**src/rtl/elev_call_scheduler_pkg.sv**
```systemverilog
// Shared state encodings, default tick constants and a width helper for the elevator scheduler.
package elev_pkg;

  typedef enum logic [1:0] {
    ST_IDLE = 2'd0,
    ST_UP   = 2'd1,
    ST_DN   = 2'd2,
    ST_DOOR = 2'd3
  } state_t;

  localparam int TRAVEL_TICKS_DEF = 2000;
  localparam int DOOR_TICKS_DEF   = 3000;

  function automatic int clog2(input int v);
    int r;
    r = 0;
    for (int i = 0; i < 31; i++) if ((1 << i) < v) r = i + 1;
    return r;
  endfunction

endpackage

```
**src/rtl/elev_call_scheduler_if.sv**
```systemverilog
// Keypad-side calls and display-side status of elev_call_scheduler.
// door_hold exists only when ELEV_DOOR_HOLD_EN is defined.
interface elev_call_scheduler_if #(
  parameter int FLOORS = 2,
  parameter int FW     = 3
);
  logic              run;
  logic [FLOORS-1:0] car_call;
  logic [FLOORS-1:0] hall_up;
  logic [FLOORS-1:0] hall_dn;
`ifdef ELEV_DOOR_HOLD_EN
  logic              door_hold;
`endif
  logic [FW-1:0]     floor;
  logic [1:0]        state;
  logic              dir_up;
  logic              door_open;
  logic [FLOORS-1:0] call_led;

`ifdef ELEV_DOOR_HOLD_EN
  modport master (output run, car_call, hall_up, hall_dn, door_hold,
                  input  floor, state, dir_up, door_open, call_led);
  modport slave  (input  run, car_call, hall_up, hall_dn, door_hold,
                  output floor, state, dir_up, door_open, call_led);
`else
  modport master (output run, car_call, hall_up, hall_dn,
                  input  floor, state, dir_up, door_open, call_led);
  modport slave  (input  run, car_call, hall_up, hall_dn,
                  output floor, state, dir_up, door_open, call_led);
`endif
endinterface

```
**src/rtl/elev_call_scheduler_tick_timer.sv**
```systemverilog
// Tick counter: done fires on the tick that reaches LIMIT, and the count wraps to 0 on that same edge.
module elev_tick_timer
  import elev_pkg::*;
#(
  parameter int LIMIT = 2000
) (
  input  logic clk,
  input  logic rst,
  input  logic clear,
  input  logic enable,
  input  logic tick,
  output logic done
);
  localparam int W = clog2(LIMIT + 1);

  logic [W-1:0] cnt;

  assign done = enable && tick && !clear && (cnt == W'(LIMIT - 1));

  always_ff @(posedge clk) begin
    if (!rst)               cnt <= '0;
    else if (clear)         cnt <= '0;
    else if (enable && tick) cnt <= done ? '0 : cnt + W'(1);
  end

endmodule

```
**src/rtl/elev_call_scheduler.sv**
```systemverilog
// SCAN elevator scheduler: latches per-floor calls, moves floor to floor, opens the door to serve.
// Optional ELEV_DOOR_HOLD_EN adds a door_hold level that keeps the door timer at zero.
module elev_call_scheduler
  import elev_pkg::*;
#(
  parameter int FLOORS       = 2,
  parameter int FW           = 3,
  parameter int TRAVEL_TICKS = TRAVEL_TICKS_DEF,
  parameter int DOOR_TICKS   = DOOR_TICKS_DEF
) (
  input logic clk,
  input logic rst,
  input logic tick_1k,
  elev_call_scheduler_if.slave bus
);
  localparam logic [FLOORS-1:0] TOP_BIT = {1'b1, {(FLOORS-1){1'b0}}};
  localparam logic [FLOORS-1:0] BOT_BIT = FLOORS'(1);

  state_t            state, state_n;
  logic [FW-1:0]     floor, floor_n;
  logic              dir_up, dir_n;
  logic [FLOORS-1:0] pc, pu, pd, pend;
  logic [FLOORS-1:0] in_car, in_up, in_dn, in_any;
  logic [FLOORS-1:0] here_oh, up_oh, dn_oh;
  logic [FLOORS-1:0] clr_c, clr_u, clr_d, drop;
  logic              above, below, past_up, past_dn;
  logic              in_here, here_pend, stop_up, stop_dn;
  logic              trv_clr, dr_clr, trv_en, dr_en, trv_done, dr_done, hold;
  int                fi;

  // The top floor has no up button and floor 0 has no down button.
  assign in_car = bus.car_call;
  assign in_up  = bus.hall_up & ~TOP_BIT;
  assign in_dn  = bus.hall_dn & ~BOT_BIT;
  assign in_any = in_car | in_up | in_dn;
  assign pend   = pc | pu | pd;
  assign fi     = int'(floor);

`ifdef ELEV_DOOR_HOLD_EN
  assign hold = bus.door_hold;
`else
  assign hold = 1'b0;
`endif

  always_comb begin
    above   = 1'b0;
    below   = 1'b0;
    past_up = 1'b0;
    past_dn = 1'b0;
    here_oh = '0;
    up_oh   = '0;
    dn_oh   = '0;
    for (int i = 0; i < FLOORS; i++) begin
      here_oh[i] = (i == fi);
      up_oh[i]   = (i == fi + 1);
      dn_oh[i]   = (i == fi - 1);
      if (i > fi)     above   = above   | pend[i];
      if (i < fi)     below   = below   | pend[i];
      if (i > fi + 1) past_up = past_up | pend[i];
      if (i < fi - 1) past_dn = past_dn | pend[i];
    end
    in_here   = |(in_any & here_oh);
    here_pend = |(pend & here_oh);
    stop_up   = |((pc | pu) & up_oh);
    stop_dn   = |((pc | pd) & dn_oh);
  end

  assign trv_en = bus.run && (state == ST_UP || state == ST_DN);
  assign dr_en  = bus.run && (state == ST_DOOR);

  elev_tick_timer #(.LIMIT(TRAVEL_TICKS)) u_travel (
    .clk(clk), .rst(rst), .clear(trv_clr), .enable(trv_en), .tick(tick_1k), .done(trv_done)
  );

  elev_tick_timer #(.LIMIT(DOOR_TICKS)) u_door (
    .clk(clk), .rst(rst), .clear(dr_clr), .enable(dr_en), .tick(tick_1k), .done(dr_done)
  );

  always_ff @(posedge clk) begin
    if (!rst) begin
      state  <= ST_IDLE;
      floor  <= '0;
      dir_up <= 1'b1;
      pc     <= '0;
      pu     <= '0;
      pd     <= '0;
    end else begin
      state  <= state_n;
      floor  <= floor_n;
      dir_up <= dir_n;
      pc     <= (pc & ~clr_c) | (in_car & ~drop);
      pu     <= (pu & ~clr_u) | (in_up  & ~drop);
      pd     <= (pd & ~clr_d) | (in_dn  & ~drop);
    end
  end

  // Arrival decisions look at the floor being entered (up_oh/dn_oh), not the one being left.
  always_comb begin
    state_n = state;
    floor_n = floor;
    dir_n   = dir_up;
    trv_clr = 1'b0;
    dr_clr  = 1'b0;
    clr_c   = '0;
    clr_u   = '0;
    clr_d   = '0;
    drop    = '0;
    if (bus.run) begin
      case (state)
        ST_IDLE: begin
          if (in_here) begin
            state_n = ST_DOOR;
            dr_clr  = 1'b1;
            drop    = here_oh;
          end else if (dir_up ? above : below) begin
            state_n = dir_up ? ST_UP : ST_DN;
            trv_clr = 1'b1;
          end else if (dir_up ? below : above) begin
            state_n = dir_up ? ST_DN : ST_UP;
            dir_n   = !dir_up;
            trv_clr = 1'b1;
          end else if (here_pend) begin
            state_n = ST_DOOR;
            dr_clr  = 1'b1;
            clr_c   = here_oh;
            clr_u   = here_oh;
            clr_d   = here_oh;
          end
        end
        ST_UP: begin
          if (trv_done) begin
            floor_n = floor + FW'(1);
            if (stop_up || !past_up) begin
              state_n = ST_DOOR;
              dr_clr  = 1'b1;
              drop    = up_oh;
              clr_c   = up_oh;
              clr_u   = up_oh;
              if (!past_up) clr_d = up_oh;
            end
          end
        end
        ST_DN: begin
          if (trv_done) begin
            floor_n = floor - FW'(1);
            if (stop_dn || !past_dn) begin
              state_n = ST_DOOR;
              dr_clr  = 1'b1;
              drop    = dn_oh;
              clr_c   = dn_oh;
              clr_d   = dn_oh;
              if (!past_dn) clr_u = dn_oh;
            end
          end
        end
        ST_DOOR: begin
          if (in_here) begin
            dr_clr = 1'b1;
            drop   = here_oh;
          end else if (hold) begin
            dr_clr = 1'b1;
          end else if (dr_done) begin
            state_n = ST_IDLE;
          end
        end
        default: ;
      endcase
    end
  end

  always_comb begin
    bus.floor     = floor;
    bus.state     = state;
    bus.dir_up    = dir_up;
    bus.door_open = (state == ST_DOOR);
    bus.call_led  = pend;
  end

endmodule

```
**src/flat_wrapper.sv**
```systemverilog
// flat-port wrapper written by rule: the top's interface ports become plain ports
module elev_call_scheduler_flat import elev_pkg::*;
#(
  parameter int FLOORS       = 2,
  parameter int FW           = 3,
  parameter int TRAVEL_TICKS = TRAVEL_TICKS_DEF,
  parameter int DOOR_TICKS   = DOOR_TICKS_DEF
)
  (clk, rst, tick_1k, bus_run, bus_car_call, bus_hall_up, bus_hall_dn, bus_floor, bus_state, bus_dir_up, bus_door_open, bus_call_led);
  elev_call_scheduler_if #(.FLOORS(FLOORS), .FW(FW)) bus_i ();
  input logic clk;
  input logic rst;
  input logic tick_1k;
  input wire logic [$bits(bus_i.run)-1:0] bus_run;
  input wire logic [$bits(bus_i.car_call)-1:0] bus_car_call;
  input wire logic [$bits(bus_i.hall_up)-1:0] bus_hall_up;
  input wire logic [$bits(bus_i.hall_dn)-1:0] bus_hall_dn;
  output wire logic [$bits(bus_i.floor)-1:0] bus_floor;
  output wire logic [$bits(bus_i.state)-1:0] bus_state;
  output wire logic [$bits(bus_i.dir_up)-1:0] bus_dir_up;
  output wire logic [$bits(bus_i.door_open)-1:0] bus_door_open;
  output wire logic [$bits(bus_i.call_led)-1:0] bus_call_led;
  assign bus_i.run = bus_run;
  assign bus_i.car_call = bus_car_call;
  assign bus_i.hall_up = bus_hall_up;
  assign bus_i.hall_dn = bus_hall_dn;
  assign bus_floor = bus_i.floor;
  assign bus_state = bus_i.state;
  assign bus_dir_up = bus_i.dir_up;
  assign bus_door_open = bus_i.door_open;
  assign bus_call_led = bus_i.call_led;
  elev_call_scheduler #(.FLOORS(FLOORS), .FW(FW), .TRAVEL_TICKS(TRAVEL_TICKS), .DOOR_TICKS(DOOR_TICKS)) u_core (.clk(clk), .rst(rst), .tick_1k(tick_1k), .bus(bus_i));
endmodule
```
**config.mk**
```make
export PLATFORM = sky130hd
export DESIGN_NAME = elev_call_scheduler_flat
export DESIGN_NICKNAME = d
export VERILOG_FILES = /design/src/rtl/elev_call_scheduler_pkg.sv /design/src/rtl/elev_call_scheduler_if.sv /design/src/rtl/elev_call_scheduler_tick_timer.sv /design/src/rtl/elev_call_scheduler.sv /design/src/flat_wrapper.sv
export SDC_FILE = /design/constraint.sdc
export NUM_CORES = 1
export LEC_CHECK = 0
export CAP_MARGIN = 5
export CORE_ASPECT_RATIO = 0.9
export CORE_UTILIZATION = 43
export CTS_CLUSTER_SIZE = 10
export DETAILED_ROUTE_END_ITERATION = 7
export PLACE_DENSITY = 0.71
export SETUP_SLACK_MARGIN = 0.15
export SLEW_MARGIN = 25
export SYNTH_ARGS = -nofsm -noshare
export SYNTH_HDL_FRONTEND = slang
export SYNTH_SLANG_ARGS = --single-unit
```
**constraint.sdc**
```tcl
create_clock -name clk -period 3.1 [get_ports clk]
set_input_delay 0.775 -clock clk [delete_from_list [all_inputs] [get_ports clk]]
set_output_delay 0.775 -clock clk [all_outputs]
set_load 0.02 [all_outputs]
```
# After elaboration in Yosys (flattened, before gate mapping)
# Index checks and enable logic that the tools add are counted.
# Widths: inputs -> output; s select.
[word_totals]
regBits = 35
latch_bits = 0
ram_bits = 0
romBits = 0
input_bits = 10
out_inout_bits = 9
wordCells = 164
memories = 0
[classes]
add_sub_neg = 6
multipliers = 0
div_mod_pow = 0
n_lt_le_gt_ge = 8
n_eq_ne = 15
shift = 0
n_mux = 67
bitwise = 29
n_reduce_logical = 31
[ops]
columns = ["cell", "count"]
rows = [
  ["$logic_not 32->1", 3],
  ["$eq 2x32->1 const A", 2],
  ["$mux 2", 31],
  ["$gt 1x32->1 const A", 1],
  ["$gt 2x32->1 const A", 1],
  ["$lt 1x32->1 const A", 1],
  ["$lt 2x32->1 const A", 1],
  ["$mux 1", 25],
  ["$pmux 2 s3", 4],
  ["$and 2x2->2", 9],
  ["$or 2x2->2", 7],
  ["$reduce_or 2->1", 7],
  ["$add 12x1->12 const B", 1],
  ["$eq 12x12->1 const B", 1],
  ["$mux 12", 1],
  ["$add 11x1->11 const B", 1],
  ["$eq 11x11->1 const B", 1],
  ["$mux 11", 1],
  ["$ne 2x2->1 const B", 5],
  ["$logic_and 1x1->1", 8],
  ["$not 2->2", 4],
  ["$pmux 2 s4", 1],
  ["$reduce_and 8->1", 1],
  ["$gt 1x3->1 const A", 2],
  ["23 further kinds", 37],
]

# Longest topological paths before layout
[logic_depth]
depth_word = 23
mapped_depth = 11
depth_no_buf = 9

# Cells and area by module
# A second synthesis with hierarchy kept.
[unflattened]
hier_cells = 287
hier_area_um2 = 2358.5
[modules_own_cells]
columns = ["module", "n_inst", "cells_each", "area_per_inst_um2", "seq_area_each_um2"]
rows = [
  ["elev_call_scheduler", 1, 162, 1232.4, 240.2],
  ["elev_tick_timer (u_core.u_door)", 1, 65, 574.3, 240.2],
  ["elev_tick_timer (u_core.u_travel)", 1, 60, 551.8, 220.2],
]

# Least setup slack after synthesis
# Ideal clock, no wire load.
[synth_path]
kind = "flip-flop to flip-flop"
start = "register u_core.state[0] (netlist: u_core.bus.state[0])"
end = "register u_core.pu[0]"
setup_ns = 0.119
arrival_time_ns = 2.294
required_ns = 2.981
setup_slack_ns = 0.687
path_stages_with_launch = 12
path_buffers = 2
period_less_slack_ns = 2.413
path_cell_list = "dfxtp_1 inv_1 ha_1 buf_4 nand3_2 nor2_2 nand4_4 a21oi_4 buf_6 nand4_2 o211a_1 o2bb2ai_1"
[synth_via]
elab_chain_len = 12
word_cells_on_any_way = 25
classes_between = "eq/ne: 3; mux: 9; bitwise: 5; reduce/logical: 8"
[synth_rtl]
columns = ["item", "line", "source"]
rows = [
  ["from (decl)", "elev_call_scheduler.sv:19", "state_t state, state_n;"],
  ["from (signal assigned)", "elev_call_scheduler.sv:88", "state <= state_n;"],
  ["$logic_not 2->1, or another cell as far along", "elev_call_scheduler.sv:109", "case (state)"],
  ["$mux 1 or $logic_or 1x1->1 (tied branches)", "elev_call_scheduler.sv:109, elev_call_scheduler.sv:68", ""],
  ["$mux 1 or $logic_and 1x1->1 (tied branches)", "elev_call_scheduler.sv:108, elev_call_scheduler.sv:68", ""],
  ["$logic_not 1->1 or $logic_and 1x1->1 (tied branches)", "elev_call_scheduler_tick_timer.sv:18", "assign done = enable && tick && !clear && (cnt == W'(LIMIT - 1));"],
  ["$logic_and 1x1->1 (2 in series)", "elev_call_scheduler_tick_timer.sv:18", ""],
  ["$mux 2, on equally long branches", "elev_call_scheduler.sv:144, elev_call_scheduler.sv:131", ""],
  ["$pmux 2 s3", "elev_call_scheduler.sv:109", ""],
  ["$mux 2", "elev_call_scheduler.sv:108", "if (bus.run) begin"],
  ["$not 2->2", "elev_call_scheduler.sv:92", "pu <= (pu & ~clr_u) | (in_up & ~drop);"],
  ["$and 2x2->2 or $and 1x2->2 (tied branches)", "elev_call_scheduler.sv:92", ""],
  ["$or 2x2->2 (*)", "elev_call_scheduler.sv:92", ""],
  ["to (signal assigned)", "elev_call_scheduler.sv:92", ""],
  ["to (decl)", "elev_call_scheduler.sv:22", "logic [FLOORS-1:0] pc, pu, pd, pend;"],
]
# Mark *: on every way between the ends. The rest lies on a longest branch, timed or not.
# A chain may end at the register's enable or synchronous reset.

# Final worst setup path
[layout_path]
start = "input port tick_1k"
end = "register u_core.pu[0]"
[layout_via]
elab_chain_len = 9
word_cells_on_any_way = 15
classes_between = "mux: 7; bitwise: 5; reduce/logical: 3"
[layout_rtl]
columns = ["item", "line", "source"]
rows = [
  ["from (decl)", "flat_wrapper.sv:13", "input logic tick_1k;"],
  ["$logic_and 1x1->1 (*) (3 in series)", "elev_call_scheduler_tick_timer.sv:18", ""],
  ["$mux 2, on equally long branches", "elev_call_scheduler.sv:144, elev_call_scheduler.sv:131", ""],
  ["$pmux 2 s3", "elev_call_scheduler.sv:109", ""],
  ["$mux 2", "elev_call_scheduler.sv:108", ""],
  ["$not 2->2", "elev_call_scheduler.sv:92", ""],
  ["$and 2x2->2 or $and 1x2->2 (tied branches)", "elev_call_scheduler.sv:92", ""],
  ["$or 2x2->2 (*)", "elev_call_scheduler.sv:92", ""],
]
# Marked as above.

==> results.json <==
{
  "rows": 24,
  "relSlewSlack_pct": 61.1,
  "cts_tree": "yes",
  "path_class": "in2reg",
  "rrSetupSlack_ns": 0.53,
  "grt_pass1_wl_um": 8760,
  "clockBufferDepth": 2,
  "syn_area_mm2": 0.00230,
  "nNetsFinal": 324,
  "synth-simple-area-share_pct": 29.6,
  "synth-edff-count": 0,
  "async_flop_share_pct": 0,
  "drtIter0Drc": 133,
  "synth_top_family_by_area": "simple AND/OR/NAND/NOR gates",
  "synth_top_flop_cell": "dfxtp_1",
  "synthXorXnorAreaFrac_pct": 9.51,
  "placed_cell_area_mm2": 0.00255,
  "wl_per_cell_um": 13.7,
  "htree_levels": 2,
  "slew_viol_final": 0,
  "worst_slew_pin_slew_ns": 0.578,
  "setup_violations": 0,
  "p_sw_share_pct": 39.3,
  "finalSetupTns_ns": 0,
  "status": "finished, final reports clean",
  "cts-root-buf": "clkbuf_8",
  "synth_cell_types": 58,
  "p_leak_nw": 1.05,
  "synth_fa_ha_area_share_pct": 7.07,
  "antenna_found_initial": 0,
  "avgSynthCellArea_um2": 8.28,
  "cp-start-kind": "primary input",
  "crit_arrival_ns": 2.82,
  "drt_wl_total_um": 5020,
  "seq_power_share_pct": 28.4,
  "place_congestion": 0.876,
  "clockPowerShare_pct": 25.3,
  "port_buffers": 16,
  "ys_ff_latch": 35,
  "path_clk_slew_ns": 0.08,
  "vias": 2024,
  "post-cts-setup-buffers": 0,
  "hp-class": "reg2reg",
  "synthCells": 278,
  "cts_sinks": 35,
  "rsz0062_at_grt": "false",
  "p_total_mw": 1.97,
  "final_cell_mix": "nor2_1, dfxtp_1, nand2_1",
  "period_needed_ns": 2.64,
  "drtAntennaViolNets": 0,
  "cts_hold_buf": 0,
  "gr-usage-all-layers_pct": 19.9,
  "drcViolationCount": 0,
  "hold_viol_final": 0,
  "fin_area_mm2": 0.00269,
  "synth_fp_nets": 301,
  "cp.required_ns": 3.28,
  "start_util_pct": 46.2,
  "die-area_mm2": 0.00565,
  "irDropWorstVdd_v": 0.000424,
  "pwr-share-comb_pct": 46.4,
  "yosysWarnings": 0,
  "core_area_mm2": 0.00498,
  "die_w_um": 79.1,
  "die_y_um": 71.4,
  "clock_skew_ns": 0.00918,
  "n_antenna_cell": 0,
  "overflow": 0,
  "critPathMaxFanout": 9,
  "fin_crit_sh_pct": 85.2,
  "grt_start_max_net_pins": 16,
  "fmax_mhz": 379,
  "grt_pass1_vias": 1854,
  "yosysSeqAreaShare_pct": 30.4,
  "area_growth_pct": 16.6,
  "synthMuxAreaShare_pct": 1.36,
  "p_int_mw": 1.20,
  "vias_per_cell": 5.51,
  "dp_hpwl_um": 3670,
  "p_per_area_mw_per_mm2": 734,
  "synth_compound_area_share_pct": 17.8,
  "dr.pass1.iters": 4,
  "switching_power_uw": 775,
  "clk_latency_ns": 0.30,
  "drive_gt1_share_pct": 9.93,
  "crit_path_end_kind": "flop",
  "cts_made_buffers": 5,
  "ios": 19,
  "drv_cap": 0,
  "cts_resized": 0
}
-- through the flow --
stage / hold WS (ns) / instances / worst slack [ns] / utilization [%]
2_1_floorplan: 0.450 / 278 / 0.687 / -
3_3_place_gp: 0.456 / 359 / 0.209 / 51.2
3_5_place_dp: 0.459 / 359 / 0.163 / 51.2
4_1_cts: 0.471 / 367 / 0.462 / 53.9
5_1_grt: 0.522 / 367 / 0.329 / 53.9
6_report: 0.471 / 367 / 0.459 / 53.9
-- path summary, 6_finish.rpt --
path	end	startpoint	cells after the start
worst max-delay path	u_core.pu[0]	tick_1k	9
worst min-delay path	u_core.pu[1]	u_core.pu[1]	2
worst max register to register	u_core.u_door.cnt[6]	u_core.bus.floor[0]	10
worst min register to register	u_core.pu[1]	u_core.pu[1]	2
-- sequential cells by signal, summed over array words and instances (netlist names) --
| signal | count |
|---|---|
| u_core.pd | 2 |
| u_core.pu | 2 |
| u_core.bus.dir_up | 1 |
| u_core.u_travel.cnt | 11 |
| u_core.pc | 2 |
| u_core.bus.state | 2 |
| u_core.u_door.cnt | 12 |
| u_core.bus.floor | 3 |
-- area by class of cell --
cell class	count	area (µm²)
Multi-Input combinational cell	223	1510
Fill cell	494	2300
Clock inverter	2	60.1
Sequential cell	35	701
Timing Repair Buffer	24	220
Inverter	12	45.0
Tap cell	65	81.3
Clock buffer	6	72.6
-- power by group through the flow --
stage               combinational (mW)  sequential (mW)  clock, mW
finish                           0.914            0.559      0.498
global route                      1.01            0.567      0.527
CTS                              0.907            0.559      0.508
detailed placement               0.898            0.569          0
global placement                 0.887            0.566          0
floorplan                        0.638            0.580          0
-- metal layers --
layer | routed length (µm) | vias to the layer above | part of all wire, % | GRT usage, %
li1 | - | 1036 | - | -
met1 | 2520 | 932 | 50 | 28.2
met2 | 2140 | 50 | 43 | 29.0
met3 | 279 | 6 | 5.6 | 4.84
met5 | 0 | - | 0 | 0
met4 | 80 | 0 | 1.6 | 7.68
-- synthesized netlist by cell type, types with 2 or more instances --
| master | n | area share, % |
|---|---|---|
| a21boi_0 | 3 | 0.98 |
| a21o_1 | 3 | 0.98 |
| a21oi_1 | 6 | 1.3 |
| a31oi_1 | 5 | 1.4 |
| and2_1 | 4 | 1.1 |
| and3_1 | 5 | 1.4 |
| and4b_1 | 3 | 1.3 |
| buf_2 | 2 | 0.43 |
| buf_6 | 2 | 0.98 |
| clkbuf_1 | 3 | 0.49 |
| dfxtp_1 | 35 | 30 |
| ha_1 | 13 | 7.1 |
| inv_1 | 12 | 2.0 |
| mux2i_1 | 2 | 0.87 |
| nand2_1 | 30 | 4.9 |
| nand2b_1 | 2 | 0.54 |
| nand3_1 | 15 | 3.3 |
| nand4_1 | 5 | 1.4 |
| nand4b_1 | 4 | 1.5 |
| nor2_1 | 35 | 5.7 |
| nor2b_1 | 2 | 0.54 |
| nor3_1 | 4 | 0.87 |
| nor3_4 | 2 | 1.4 |
| nor3b_1 | 3 | 0.98 |
| o2111ai_1 | 2 | 0.76 |
| o211a_1 | 5 | 2.2 |
| o211ai_1 | 2 | 0.65 |
| o21ai_0 | 13 | 2.8 |
| o21ai_1 | 2 | 0.43 |
| o22ai_1 | 2 | 0.54 |
| o2bb2ai_1 | 2 | 0.76 |
| xnor2_1 | 13 | 4.9 |
| xor2_1 | 12 | 4.6 |
-- cell families (layout without fill, tap and decap cells) --
family,after synthesis,after routing
simple gates,125,125
compound gates,57,57
flops,35,35
xor+xnor,25,25
buf+inv,20,44
fa+ha+maj,13,13
mux,3,3
-- worst max-delay path, cell delays in order --
cell,delay (ns)
clkdlybuf4s50_1,0.56
nand3_2,0.16
nor2_2,0.25
nand4_4,0.17
a21oi_4,0.17
buf_4,0.18
nand4_2,0.14
o211a_1,0.29
o2bb2ai_1,0.12
No activity file was read; power rests on OpenSTA's default activity.
